## config.mk

```make
export PLATFORM = sky130hd
export DESIGN_NAME = car_collision_scanner_flat
export DESIGN_NICKNAME = d
export VERILOG_FILES = /design/src/rtl/froge_pkg.sv /design/src/rtl/car_collision_scanner_if.sv /design/src/rtl/car_collision_scanner_box_overlap.sv /design/src/rtl/car_collision_scanner.sv /design/src/flat_wrapper.sv
export SDC_FILE = /design/constraint.sdc
export NUM_CORES = 1
export LEC_CHECK = 0
export CORE_MARGIN = 1.5
export CORE_UTILIZATION = 35
export CTS_BUF_LIST = sky130_fd_sc_hd__clkbuf_2 sky130_fd_sc_hd__clkbuf_4 sky130_fd_sc_hd__clkbuf_8
export DETAILED_ROUTE_END_ITERATION = 8
export PLACE_DENSITY_LB_ADDON = 0.1
export SYNTH_ARGS = -nofsm -noshare
export SYNTH_HDL_FRONTEND = slang
export SYNTH_SLANG_ARGS = --single-unit
```

## constraint.sdc

```tcl
create_clock -name Clk -period 13.55 [get_ports Clk]
set_input_delay 2.0325 -clock Clk [delete_from_list [all_inputs] [get_ports Clk]]
set_output_delay 2.0325 -clock Clk [all_outputs]
set_load 0.1 [all_outputs]
```

## src/rtl/froge_pkg.sv

```systemverilog
// Shared types and sprite geometry for the frogger game blocks.
package froge_pkg;

    typedef int coord_t;

    typedef enum logic [1:0] {
        IDLE,
        SCAN,
        REPORT
    } scan_state_t;

    localparam int CAR_W  = 24;
    localparam int CAR_H  = 24;
    localparam int FROG_W = 24;
    localparam int FROG_H = 24;

    // Bits needed to hold 0..n-1, never less than one.
    function automatic int idx_width(input int n);
        return (n > 1) ? $clog2(n) : 1;
    endfunction

endpackage

```

## src/rtl/car_collision_scanner_if.sv

```systemverilog
// Frame snapshot inputs and collision/HUD results of the car collision scanner.
interface car_collision_scanner_if #(
    parameter int NUM_CARS = 6
);
    import froge_pkg::*;

    localparam int IDX_W = idx_width(NUM_CARS);

    logic             frame_clk;
    coord_t           frog_x;
    coord_t           frog_y;
    coord_t           car_x [NUM_CARS];
    coord_t           car_y [NUM_CARS];
    logic             frog_hit;
    logic [IDX_W-1:0] hit_car;
    logic [3:0]       lives;
    logic             game_over;
    logic             busy;
    logic             overrun;

    modport master (
        output frame_clk, frog_x, frog_y, car_x, car_y,
        input  frog_hit, hit_car, lives, game_over, busy, overrun
    );

    modport slave (
        input  frame_clk, frog_x, frog_y, car_x, car_y,
        output frog_hit, hit_car, lives, game_over, busy, overrun
    );

endinterface

```

## src/rtl/car_collision_scanner_box_overlap.sv

```systemverilog
// Combinational overlap test of two axis-aligned boxes; touching edges do not count.
module box_overlap
    import froge_pkg::*;
#(
    parameter int A_W = CAR_W,
    parameter int A_H = CAR_H,
    parameter int B_W = FROG_W,
    parameter int B_H = FROG_H
) (
    input  coord_t a_x,
    input  coord_t a_y,
    input  coord_t b_x,
    input  coord_t b_y,
    output logic   hit
);

    assign hit = (a_x < b_x + B_W) && (b_x < a_x + A_W) &&
                 (a_y < b_y + B_H) && (b_y < a_y + A_H);

endmodule

```

## src/rtl/car_collision_scanner.sv

```systemverilog
// Snapshots car and frog boxes on each frame_clk edge, scans one car per cycle and
// maintains lives, the invulnerability window and game_over.
module car_collision_scanner
    import froge_pkg::*;
#(
    parameter int NUM_CARS      = 6,
    parameter int LIVES_INIT    = 3,
    parameter int INVULN_FRAMES = 60
) (
    input logic                    Clk,
    input logic                    Reset,
    car_collision_scanner_if.slave bus
);

    localparam int IDX_W = idx_width(NUM_CARS);
    localparam int INV_W = idx_width(INVULN_FRAMES + 1);
    localparam logic [IDX_W-1:0] LAST_IDX = IDX_W'(NUM_CARS - 1);

    scan_state_t      state_q, state_d;
    logic             frame_q;
    logic             edge_det;
    logic             pending_q;
    logic             overrun_q;
    logic             start;
    logic             scan_last;
    logic             accept;
    logic             busy;

    logic [IDX_W-1:0] idx_q;
    logic             any_hit_q;
    logic [IDX_W-1:0] first_idx_q;
    logic             car_hit;

    logic [INV_W-1:0] inv_q;
    logic [3:0]       lives_q;
    logic             game_over_q;
    logic             frog_hit_q;
    logic [IDX_W-1:0] hit_car_q;

    coord_t           snap_cx [NUM_CARS];
    coord_t           snap_cy [NUM_CARS];
    coord_t           snap_fx;
    coord_t           snap_fy;

    assign edge_det = bus.frame_clk & ~frame_q;

    // NOTE: sequential state uses non-blocking assignments so every register samples pre-edge values.
    always_ff @(posedge Clk or posedge Reset) begin
        if (Reset) state_q <= IDLE;
        else       state_q <= state_d;
    end

    // NOTE: every combinational output gets a default first, so no path can infer a latch.
    always_comb begin
        state_d = state_q;
        case (state_q)
            IDLE:    if (start) state_d = SCAN;
            SCAN:    if (scan_last) state_d = REPORT;
            REPORT:  state_d = IDLE;
            default: state_d = IDLE;
        endcase
    end

    always_comb begin
        busy      = 1'b0;
        start     = 1'b0;
        scan_last = 1'b0;
        accept    = 1'b0;
        case (state_q)
            IDLE:   start = edge_det || pending_q;
            SCAN: begin
                busy      = 1'b1;
                scan_last = (idx_q == LAST_IDX);
            end
            REPORT: begin
                busy   = 1'b1;
                accept = any_hit_q && (inv_q == '0) && !game_over_q;
            end
            default: ;
        endcase
    end

    // A second edge arriving while a frame is already queued is lost.
    always_ff @(posedge Clk or posedge Reset) begin
        if (Reset) begin
            frame_q   <= 1'b0;
            pending_q <= 1'b0;
            overrun_q <= 1'b0;
        end else begin
            frame_q <= bus.frame_clk;
            if (!busy) begin
                pending_q <= pending_q && edge_det;
            end else if (edge_det) begin
                if (pending_q) overrun_q <= 1'b1;
                pending_q <= 1'b1;
            end
        end
    end

    always_ff @(posedge Clk or posedge Reset) begin
        if (Reset) begin
            idx_q       <= '0;
            any_hit_q   <= 1'b0;
            first_idx_q <= '0;
        end else if (start) begin
            idx_q       <= '0;
            any_hit_q   <= 1'b0;
            first_idx_q <= '0;
        end else if (state_q == SCAN) begin
            idx_q     <= idx_q + 1'b1;
            any_hit_q <= any_hit_q | car_hit;
            if (car_hit && !any_hit_q) first_idx_q <= idx_q;
        end
    end

    // NOTE: the snapshot is pure datapath, always loaded before it is read, so it carries no reset.
    always_ff @(posedge Clk) begin
        if (start) begin
            for (int i = 0; i < NUM_CARS; i++) begin
                snap_cx[i] <= bus.car_x[i];
                snap_cy[i] <= bus.car_y[i];
            end
            snap_fx <= bus.frog_x;
            snap_fy <= bus.frog_y;
        end
    end

    box_overlap #(
        .A_W(CAR_W),
        .A_H(CAR_H),
        .B_W(FROG_W),
        .B_H(FROG_H)
    ) u_overlap (
        .a_x(snap_cx[idx_q]),
        .a_y(snap_cy[idx_q]),
        .b_x(snap_fx),
        .b_y(snap_fy),
        .hit(car_hit)
    );

    // Results change only as REPORT closes, one cycle after the last car is tested.
    always_ff @(posedge Clk or posedge Reset) begin
        if (Reset) begin
            frog_hit_q  <= 1'b0;
            hit_car_q   <= '0;
            lives_q     <= 4'(LIVES_INIT);
            game_over_q <= 1'b0;
            inv_q       <= '0;
        end else begin
            frog_hit_q <= accept;
            if (accept) begin
                hit_car_q   <= first_idx_q;
                lives_q     <= (lives_q == 4'd0) ? 4'd0 : lives_q - 4'd1;
                game_over_q <= (lives_q <= 4'd1);
                inv_q       <= INV_W'(INVULN_FRAMES);
            end else if (state_q == REPORT && inv_q != '0) begin
                inv_q <= inv_q - 1'b1;
            end
        end
    end

    assign bus.frog_hit  = frog_hit_q;
    assign bus.hit_car   = hit_car_q;
    assign bus.lives     = lives_q;
    assign bus.game_over = game_over_q;
    assign bus.busy      = busy;
    assign bus.overrun   = overrun_q;

endmodule

```

## src/flat_wrapper.sv

```systemverilog
// flat-port wrapper written by rule: the top's interface ports become plain ports
module car_collision_scanner_flat import froge_pkg::*;
#(
    parameter int NUM_CARS      = 6,
    parameter int LIVES_INIT    = 3,
    parameter int INVULN_FRAMES = 60
)
  (Clk, Reset, bus_frame_clk, bus_frog_x, bus_frog_y, bus_car_x, bus_car_y, bus_frog_hit, bus_hit_car, bus_lives, bus_game_over, bus_busy, bus_overrun);
  car_collision_scanner_if #(.NUM_CARS(NUM_CARS)) bus_i ();
  input logic Clk;
  input logic Reset;
  input wire logic [$bits(bus_i.frame_clk)-1:0] bus_frame_clk;
  input wire logic [$bits(bus_i.frog_x)-1:0] bus_frog_x;
  input wire logic [$bits(bus_i.frog_y)-1:0] bus_frog_y;
  input wire logic [$bits(bus_i.car_x)-1:0] bus_car_x;
  input wire logic [$bits(bus_i.car_y)-1:0] bus_car_y;
  output wire logic [$bits(bus_i.frog_hit)-1:0] bus_frog_hit;
  output wire logic [$bits(bus_i.hit_car)-1:0] bus_hit_car;
  output wire logic [$bits(bus_i.lives)-1:0] bus_lives;
  output wire logic [$bits(bus_i.game_over)-1:0] bus_game_over;
  output wire logic [$bits(bus_i.busy)-1:0] bus_busy;
  output wire logic [$bits(bus_i.overrun)-1:0] bus_overrun;
  assign bus_i.frame_clk = bus_frame_clk;
  assign bus_i.frog_x = bus_frog_x;
  assign bus_i.frog_y = bus_frog_y;
  assign bus_i.car_x = {>>{bus_car_x}};
  assign bus_i.car_y = {>>{bus_car_y}};
  assign bus_frog_hit = bus_i.frog_hit;
  assign bus_hit_car = bus_i.hit_car;
  assign bus_lives = bus_i.lives;
  assign bus_game_over = bus_i.game_over;
  assign bus_busy = bus_i.busy;
  assign bus_overrun = bus_i.overrun;
  car_collision_scanner #(.NUM_CARS(NUM_CARS), .LIVES_INIT(LIVES_INIT), .INVULN_FRAMES(INVULN_FRAMES)) u_core (.Clk(Clk), .Reset(Reset), .bus(bus_i));
endmodule
```

# Word level (Yosys, flattened, before mapping)
# Memories as Yosys holds them, arrays and structs flattened.
# Cells that the tools add are included.
# word_totals
ff_bits	91
mem_bits_rw	384
input_bits	451
output_inout_bits	11
elab_cells	80
mem_count	2
# classes
add_sub_neg	7
magnitude_cmp	5
eq_ne	6
mux	21
bitwise	3
n_reduce_logical	22
# memory_table
memory	words	word_bits	read_ports	rd_ports_with_merged_regs	wr	line_no	source
u_core.snap_cx	6	32	1	0	6	car_collision_scanner.sv:40	coord_t snap_cx [NUM_CARS];
u_core.snap_cy	6	32	1	0	6	car_collision_scanner.sv:41	coord_t snap_cy [NUM_CARS];
# op_table
cell	n
32-bit by 6-bit adder with 32-bit output, second input constant	4
32-bit less-than comparator	4
3-bit 2-to-1 mux	5
6-bit 2-to-1 mux	2
1-bit 2-to-1 mux	10
1-bit logical AND	8
6-bit zero test	1
2-bit by 1-bit != test with 1-bit output, second input constant	3
2-bit nonzero test	3
6-bit nonzero test	1
6-bit by 1-bit subtractor with 6-bit output, second input constant	1
4-bit by 1-bit less-or-equal comparator with 1-bit output, second input constant	1
4-bit zero test	1
2-bit 2-to-1 mux	2
4-bit 2-to-1 mux	1
2-bit one-hot mux with 2 select lines	1
2-bit AND reduction	2
4-bit by 1-bit subtractor with 4-bit output, second input constant	1
3-bit by 1-bit adder with 3-bit output, second input constant	1
3-bit == test, second input constant	1
3-bit AND reduction	1
2-bit by 1-bit == test with 1-bit output, second input constant	1
2-bit == test, second input constant	1
1-bit zero test	2
6 further kinds	6

# Depth between registers and ports, before layout
# Gate-level depths: netlist of the first run.
# An unclocked memory read counts as a cell.
# depth
word_depth	10
depth_mapped	24
mapped_depth_nobuf	18

# Cells and area by module
# Synthesis of the first run repeated with hierarchy kept, for this count alone.
# hier_totals
cells_unflattened	1460
area_unflattened_um2	22405.2
# by_module_without_submodules
mod	n_inst	cells_per_inst	area_per_inst_um2
car_collision_scanner	1	857	17685.7
box_overlap	1	603	4719.5

# Worst setup path after synthesis of the first run
# Ideal clock, no wire load.
# synth_timing
kind	input-to-reg
startpoint	input port bus_frame_clk
endpoint	memory u_core.snap_cx[0][0] in the netlist's numbering, enable pin
setup_ns	0.988
t_arrival_ns	14.490
path_slack_ns	-1.928
path_stages	3
path_buffers	1
path_cell_list	a21oi_1 > nor2b_1 > clkbuf_1
# synth_lines
item	line_no	source
start, declared	flat_wrapper.sv:12	input wire logic [$bits(bus_i.frame_clk)-1:0] bus_frame_clk;
end, declared	car_collision_scanner.sv:40	

# Worst setup path in the final report of the first run
# layout_timing
startpoint	register u_core.idx_q[0]
endpoint	register u_core.first_idx_q[0]
# layout_between
elab_chain_len	9
word_cells_on_any_way	17
cone_classes	add/sub: 2; order compare: 4; mux: 3; reduce/logical: 6; memory: 2
# layout_lines
item	line_no	source
start, declared	car_collision_scanner.sv:29	logic [IDX_W-1:0] idx_q;
start signal, assigned	car_collision_scanner.sv:110	idx_q <= idx_q + 1'b1;
memory read 6 x 32 bit	-	
32-bit by 6-bit adder with 32-bit output	car_collision_scanner_box_overlap.sv:17	assign hit = (a_x < b_x + B_W) && (b_x < a_x + A_W) &&
32-bit less-than comparator	car_collision_scanner_box_overlap.sv:17	
1-bit logical AND (2 in a row)	car_collision_scanner_box_overlap.sv:17	
1-bit logical AND	car_collision_scanner_box_overlap.sv:18	(a_y < b_y + B_H) && (b_y < a_y + A_H);
1-bit logical AND	car_collision_scanner.sv:112	if (car_hit && !any_hit_q) first_idx_q <= idx_q;
2-bit nonzero test (no line)	-	
2-bit AND reduction (no line)	-	
end signal, assigned	car_collision_scanner.sv:112	
end, declared	car_collision_scanner.sv:31	logic [IDX_W-1:0] first_idx_q;
# Parallel ways exist; a longest one is shown, timed or not. The select of a mux whose other input is x is not followed.
# A chain may end at the register's enable or synchronous reset.

==> results of run 1 <==
[state kept, by name (all words and copies together), names as in the netlist]
register,count
u_core.frame_q,1
u_core.bus.overrun,1
u_core.idx_q,3
u_core.any_hit_q,1
u_core.first_idx_q,3
u_core.bus.game_over,1
u_core.snap_cy,192
u_core.pending_q,1
u_core.snap_fy,32
u_core.bus.frog_hit,1
u_core.bus.lives,4
u_core.snap_fx,32
u_core.inv_q,6
u_core.bus.hit_car,3
u_core.state_q,2
u_core.snap_cx,192
[per-layer routing]
| layer | vias to the layer above | part of all wire | GRT usage |
|---|---|---|---|
| li1 | 6918 | - | - |
| met1 | 7169 | 0.40 | 0.221 |
| met2 | 358 | 0.53 | 0.352 |
| met3 | 93 | 0.049 | 0.0417 |
| met4 | 4 | 0.020 | 0.0658 |
| met5 | - | 0.00042 | 0 |
[Yosys cell counts, drive strengths merged, types with 26 or more instances]
master  number
a21oi       65
inv         61
ha         133
xnor2       61
nor2        69
nand3       49
edfxtp     448
nand2      112
mux2i       56
nand4       33
mux2        26
mux4        64
o21ai       66
xor2        53
buf         33
[worst max path at each step]
stage | startpoint | endpoint | depth (start not counted)
after detailed placement | u_core.idx_q[0]$_DFFE_PP0P_ | u_core.first_idx_q[0]$_DFFE_PP0P_ | 19
after floorplan | bus_frame_clk | u_core.snap_cx[0][0]$_DFFE_PP_ | 3
after global routing | u_core.idx_q[0]$_DFFE_PP0P_ | u_core.first_idx_q[1]$_DFFE_PP0P_ | 19
after CTS | u_core.idx_q[0]$_DFFE_PP0P_ | u_core.first_idx_q[0]$_DFFE_PP0P_ | 20
after global placement | u_core.idx_q[0]$_DFFE_PP0P_ | u_core.first_idx_q[0]$_DFFE_PP0P_ | 20
final | u_core.idx_q[0]$_DFFE_PP0P_ | u_core.first_idx_q[0]$_DFFE_PP0P_ | 20
[layout make-up]
cell class                 instances  share of cell area
sequential                       475               0.474
timing repair buffer             471               0.158
clock buffer                     120              0.0484
tap                              855              0.0359
inverter                          61             0.00776
antenna                            5            0.000419
multi-input combinational        942               0.267
clock inverter                    32             0.00885
[cell families after synthesis]
| family | after synthesis | share of synthesized area |
|---|---|---|
| mux | 146 | 0.102 |
| buf+inv | 105 | 0.0267 |
| compound gates | 207 | 0.0573 |
| flops | 475 | 0.622 |
| fa+ha+maj | 133 | 0.0733 |
| xor+xnor | 114 | 0.0440 |
| simple gates | 342 | 0.0741 |
[report_power, final]
part | leakage (nW) | switching [mW] | internal [mW]
Combinational | 5.18 | 1.76 | 1.24
Clock | 0.915 | 0.614 | 0.752
Sequential | 4.52 | 0.232 | 2.17
Total | 10.6 | 2.61 | 4.16
[worst max-delay path, stage by stage, from the launching register on]
cell,delay (ps)
dfrtp_4,700
buf_4,590
buf_4,670
mux4_2,600
mux2i_1,250
ha_1,260
inv_1,70
and4bb_2,260
nand2_1,120
or2_1,290
nor3_1,110
xnor2_1,140
ha_1,360
nand4_1,140
nor4_1,420
nand3_1,120
a211o_1,300
a21o_1,190
a221o_1,430
or3_1,340
a21oi_1,150
[through the flow]
step                instances  worst slack [ps]   util  area (µm²)
floorplan                1522              4990      -       22700
global placement         2804              6880  0.438       28100
detailed placement       2804              6750  0.438       28100
CTS                      2956              6760  0.464       29800
global route             2961              6280  0.465       29800
finish                   2961              6880  0.465       29800
==> flow_summary.json, run 1 <==
{
  "clockRootBuffer": "clkbuf_8",
  "initial_core_util": 0.353,
  "cp.required_ps": 14130,
  "wl_um": 64100,
  "clock_latency_ps": 690,
  "antenna_found_initial": 8,
  "chipWidth_um": 258,
  "yosys.area.top_type": "edfxtp_1",
  "fmax_mhz": 150,
  "die_y_um": 258,
  "min_from": "u_core.bus.hit_car[1]$_DFFE_PP0P_",
  "mappedNetlistArea_um2": 22700,
  "seq_area_frac_synth": 0.622,
  "min_to": "u_core.bus.hit_car[1]$_DFFE_PP0P_",
  "cts.sinks": 475,
  "vias_per_cell": 4.91,
  "core_um2": 64200,
  "hpwl_um": 47900,
  "synth_edf_count": 448,
  "cts-buffers-inserted": 86,
  "synth_cells": 1522,
  "rows": 93,
  "drv_cap": 0,
  "ys_seq_elements": 475,
  "yosys-top-cells-area": "edfxtp_1, ha_1, mux4_2, dfrtp_1, mux2i_1",
  "synth.distinct_cells": 74,
  "ctsResizeCount": 0,
  "cellLeakagePower_nw": 10.6,
  "grt_use_total": 0.192,
  "tns_ps": 0,
  "antenna_left": 0,
  "ir_worst_vdd_mv": 0.143,
  "cts_setup_buffers": 0,
  "cp.arrival_ps": 7250,
  "drive_above_1_share": 0.122,
  "min_path_cells": 2,
  "crit_type": "reg2reg",
  "setup_viol": 0,
  "multi_input_area_um2": 7970,
  "clock-skew-final_ps": 31.3,
  "ys_warn_count": 0,
  "hold_violations": 0,
  "start_kind": "register",
  "fin_crit_sh": 0.492,
  "power_mw": 6.77,
  "drc_errors": 0,
  "via_count": 14542,
  "grt_max_degree": 184,
  "worstPathMaxFanout": 38,
  "h-tree-depth": 3,
  "rsz0062_at_grt": "false",
  "die-area_um2": 66400,
  "cts_buffer_depth": 3,
  "firstDrtPassIters": 4,
  "io_buffers": 461,
  "grt_pass1_wl_um": 94800,
  "synth_top_area_frac": 0.593,
  "holdBufCountCts": 0,
  "synth_area_per_cell_um2": 14.9,
  "clkTransAtPathRegs_ps": 60,
  "syn_nets": 2106,
  "layout_commonest_cell": "clkdlybuf4s50_1",
  "synthFlopType": "edfxtp_1",
  "worst_pin_slew_ps": 1230,
  "timing.rr.start": "u_core.idx_q[0]$_DFFE_PP0P_",
  "cp-end-kind": "register",
  "p_per_area_nw_per_um2": 227,
  "regToRegEndpoint": "u_core.first_idx_q[0]$_DFFE_PP0P_",
  "seq_area_um2": 14100,
  "async_flop_share": 0.0568,
  "hp-class": "reg2reg",
  "cts_tree": "done",
  "holdWs_ps": 474,
  "routabilityCongestion": 0.851,
  "final_cell_mix": "clkdlybuf4s50_1, edfxtp_1, ha_1",
  "initialDrtViolationCount": 801,
  "grt_overflow_total": 0,
  "post_drt_wl_per_cell_um": 21.7,
  "fill_cells": 5691,
  "finalMaxSlewViolations": 0,
  "nets": 2621,
  "area_delta_synth_final_pct": 31.4,
  "grt_pass1_vias": 15518,
  "min_period_ps": 6670,
  "regToRegSetupSlack_ps": 6880,
  "r2r_cells": 20,
  "relSlewSlack": 0.182,
  "ioPinCount": 462,
  "status": "complete, no violations"
}
Power figures use the tool's default switching activity.
==> run 2: changes to the inputs <==
==> constraint.sdc (replaced) <==
create_clock -name Clk -period 5.4 [get_ports Clk]
set_input_delay 0.81 -clock Clk [delete_from_list [all_inputs] [get_ports Clk]]
set_output_delay 0.81 -clock Clk [all_outputs]
set_load 0.1 [all_outputs]
==> flow_summary.json, run 2 (synthesized netlist as in run 1, its figures left out) <==
{
  "wl_um": 65200,
  "power_mw": 17.4,
  "grt_overflow_total": 0,
  "final_cell_mix": "clkdlybuf4s50_1, edfxtp_1, ha_1",
  "pwr-share-comb": 0.474,
  "routabilityCongestion": 0.880,
  "power_switching_mw": 6.68,
  "fmax_mhz": 194,
  "grt_use_total": 0.194,
  "holdBufCountCts": 0,
  "ioPinCount": 462,
  "cellLeakagePower_nw": 10.9,
  "antenna_left": 0,
  "hpwl_um": 49700,
  "clock-skew-final_ps": 33.9,
  "setup_viol": 0,
  "fin_ws_ps": 239,
  "h-tree-depth": 3,
  "via_count": 14646,
  "grt_max_degree": 109,
  "rows": 93,
  "cp.arrival_ps": 5750,
  "antenna_found_initial": 11,
  "final_util": 0.474,
  "area_delta_synth_final_pct": 34.0,
  "finalMaxSlewViolations": 0,
  "clockRootBuffer": "clkbuf_8",
  "die_y_um": 258,
  "fill_cells": 5756,
  "clock_latency_ps": 670,
  "initial_core_util": 0.353,
  "worstPathMaxFanout": 8,
  "nets": 2677,
  "cts_buffer_depth": 3,
  "die-area_um2": 66400,
  "seq_power_share": 0.340,
  "pwr-share-clk": 0.187,
  "drv_cap": 0,
  "relSlewSlack": 0.341,
  "vias_per_cell": 4.85,
  "swShare": 0.383,
  "firstDrtPassIters": 5,
  "dp_slack_ps": -121,
  "cts.sinks": 475,
  "grt_pass1_vias": 15668,
  "cp-end-kind": "register",
  "crit_type": "reg2reg",
  "clkTransAtPathRegs_ps": 60,
  "crit_start": "u_core.idx_q[0]$_DFFE_PP0P_",
  "cts_tree": "done",
  "initialDrtViolationCount": 812,
  "grt_pass1_wl_um": 95400,
  "cp_common_cell": "buf_4",
  "reg_top3": "u_core.snap_cx: 192 flops, u_core.snap_cy: 192 flops",
  "timing.rr.start": "u_core.idx_q[0]$_DFFE_PP0P_",
  "core_um2": 64200,
  "drc_errors": 0,
  "p_per_area_nw_per_um2": 573,
  "status": "complete, no violations",
  "internal-power_mw": 10.8,
  "chipWidth_um": 258,
  "cts-buffers-inserted": 83,
  "layout_commonest_cell": "clkdlybuf4s50_1",
  "stdcell_count": 3021,
  "worst_pin_slew_ps": 985,
  "start_kind": "register",
  "slowest_delay_ps": 540,
  "post_drt_wl_per_cell_um": 21.6,
  "hold_violations": 0,
  "cp_cell_sequence": "buf_4 -> mux4_2 -> mux2i_1 -> ha_2 -> a211oi_4 -> nand2_2 -> or4_4 -> or3b_4 -> buf_4 -> nor3_2 -> xnor2_1 -> ha_1 -> a211oi_1 -> o211ai_1 -> o221a_2 -> o31ai_2 -> o2111a_1 -> o221ai_1 -> buf_4 -> or3_1 -> a21oi_1",
  "ir_worst_vdd_mv": 0.259,
  "slowest_stage": "dfrtp_4",
  "min_from": "u_core.bus.hit_car[1]$_DFFE_PP0P_",
  "io_buffers": 461,
  "cp.required_ps": 5990,
  "min_period_ps": 5160,
  "drive_above_1_share": 0.149,
  "hp-class": "reg2reg",
  "fin_crit_sh": 0.956,
  "placed_cells": 2855
}
run 2: cell count changes in the layout (fill, tap and decap cells not counted), sizes merged:
cell | previous run | this run
inv | 67 | 65
bufinv | 3 | 1
clkbuf | 120 | 119
buf | 10 | 68
diode | 5 | 9
clkinvlp | 0 | 3
run 2: worst paths after layout:
| check | endpoint | depth (start not counted) | slack, ps |
|---|---|---|---|
| worst min-delay path | u_core.bus.hit_car[1]$_DFFE_PP0P_ | 2 | 480 |
| worst min register to register | u_core.bus.hit_car[1]$_DFFE_PP0P_ | 2 | 480 |
| max in group asynchronous | u_core.idx_q[0]$_DFFE_PP0P_ | 3 | 4480 |
| min in group asynchronous | u_core.first_idx_q[0]$_DFFE_PP0P_ | 3 | 540 |
| worst max register to register | u_core.first_idx_q[1]$_DFFE_PP0P_ | 21 | 240 |
| worst max-delay path | u_core.first_idx_q[1]$_DFFE_PP0P_ | 21 | 240 |
run 2: area by class of cell:
class | count | area, µm² | share of cell area
Multi-Input combinational cell | 942 | 8060 | 0.265
Tap cell | 855 | 1070 | 0.0352
Antenna cell | 9 | 22.5 | 0.000740
Clock inverter | 31 | 193 | 0.00633
Timing Repair Buffer | 530 | 5290 | 0.174
Inverter | 61 | 231 | 0.00761
Clock buffer | 118 | 1430 | 0.0470
Sequential cell | 475 | 14100 | 0.465
run 2: layer usage:
metal,routed length (µm),part of all wire,GRT usage,vias up
met3,2890,0.044,0.0397,96
met4,1450,0.022,0.0609,4
li1,-,-,-,7028
met1,26400,0.40,0.230,7193
met2,34500,0.53,0.351,325
met5,27,0.00041,0,-
run 2: critical path: cells and delay by family, from the launching register on:
| kind | cells | cell delay, ps |
|---|---|---|
| and+or+nand+nor | 5 | 1530 |
| muxes | 2 | 390 |
| DFF | 1 | 540 |
| xor gates and xnor gates | 1 | 100 |
| AOI/OAI and AO/OA | 8 | 1540 |
| adders and majority gates | 2 | 460 |
| buffers and inverters | 3 | 540 |
run 2: repair_timing:
item                       4_1_cts  5_1_grt
gates resized for setup          2       22
setup buffers                    1        6
pin swaps                        0        5
cloned                           0        1
setup endpoints to repair        3        4
run 2: metrics by stage:
step / hold WS [ps] / instance area [µm²] / TNS [ps]
floorplan: 432 / 22700 / 0
global placement: 451 / 28600 / -24.8
detailed placement: 468 / 28600 / -299
CTS: 484 / 30200 / 0
global route: 502 / 30400 / -23.4
finish: 476 / 30400 / 0
run 2: power groups by stage:
stage                     clock network (mW)  registers [mW]  logic [mW]
after floorplan                            0            6.00        5.53
after global placement                     0            6.00        8.11
after detailed placement                   0            6.00        8.17
after CTS                               3.37            5.94        8.24
after global routing                    3.52            6.03        9.21
final                                   3.25            5.93        8.26
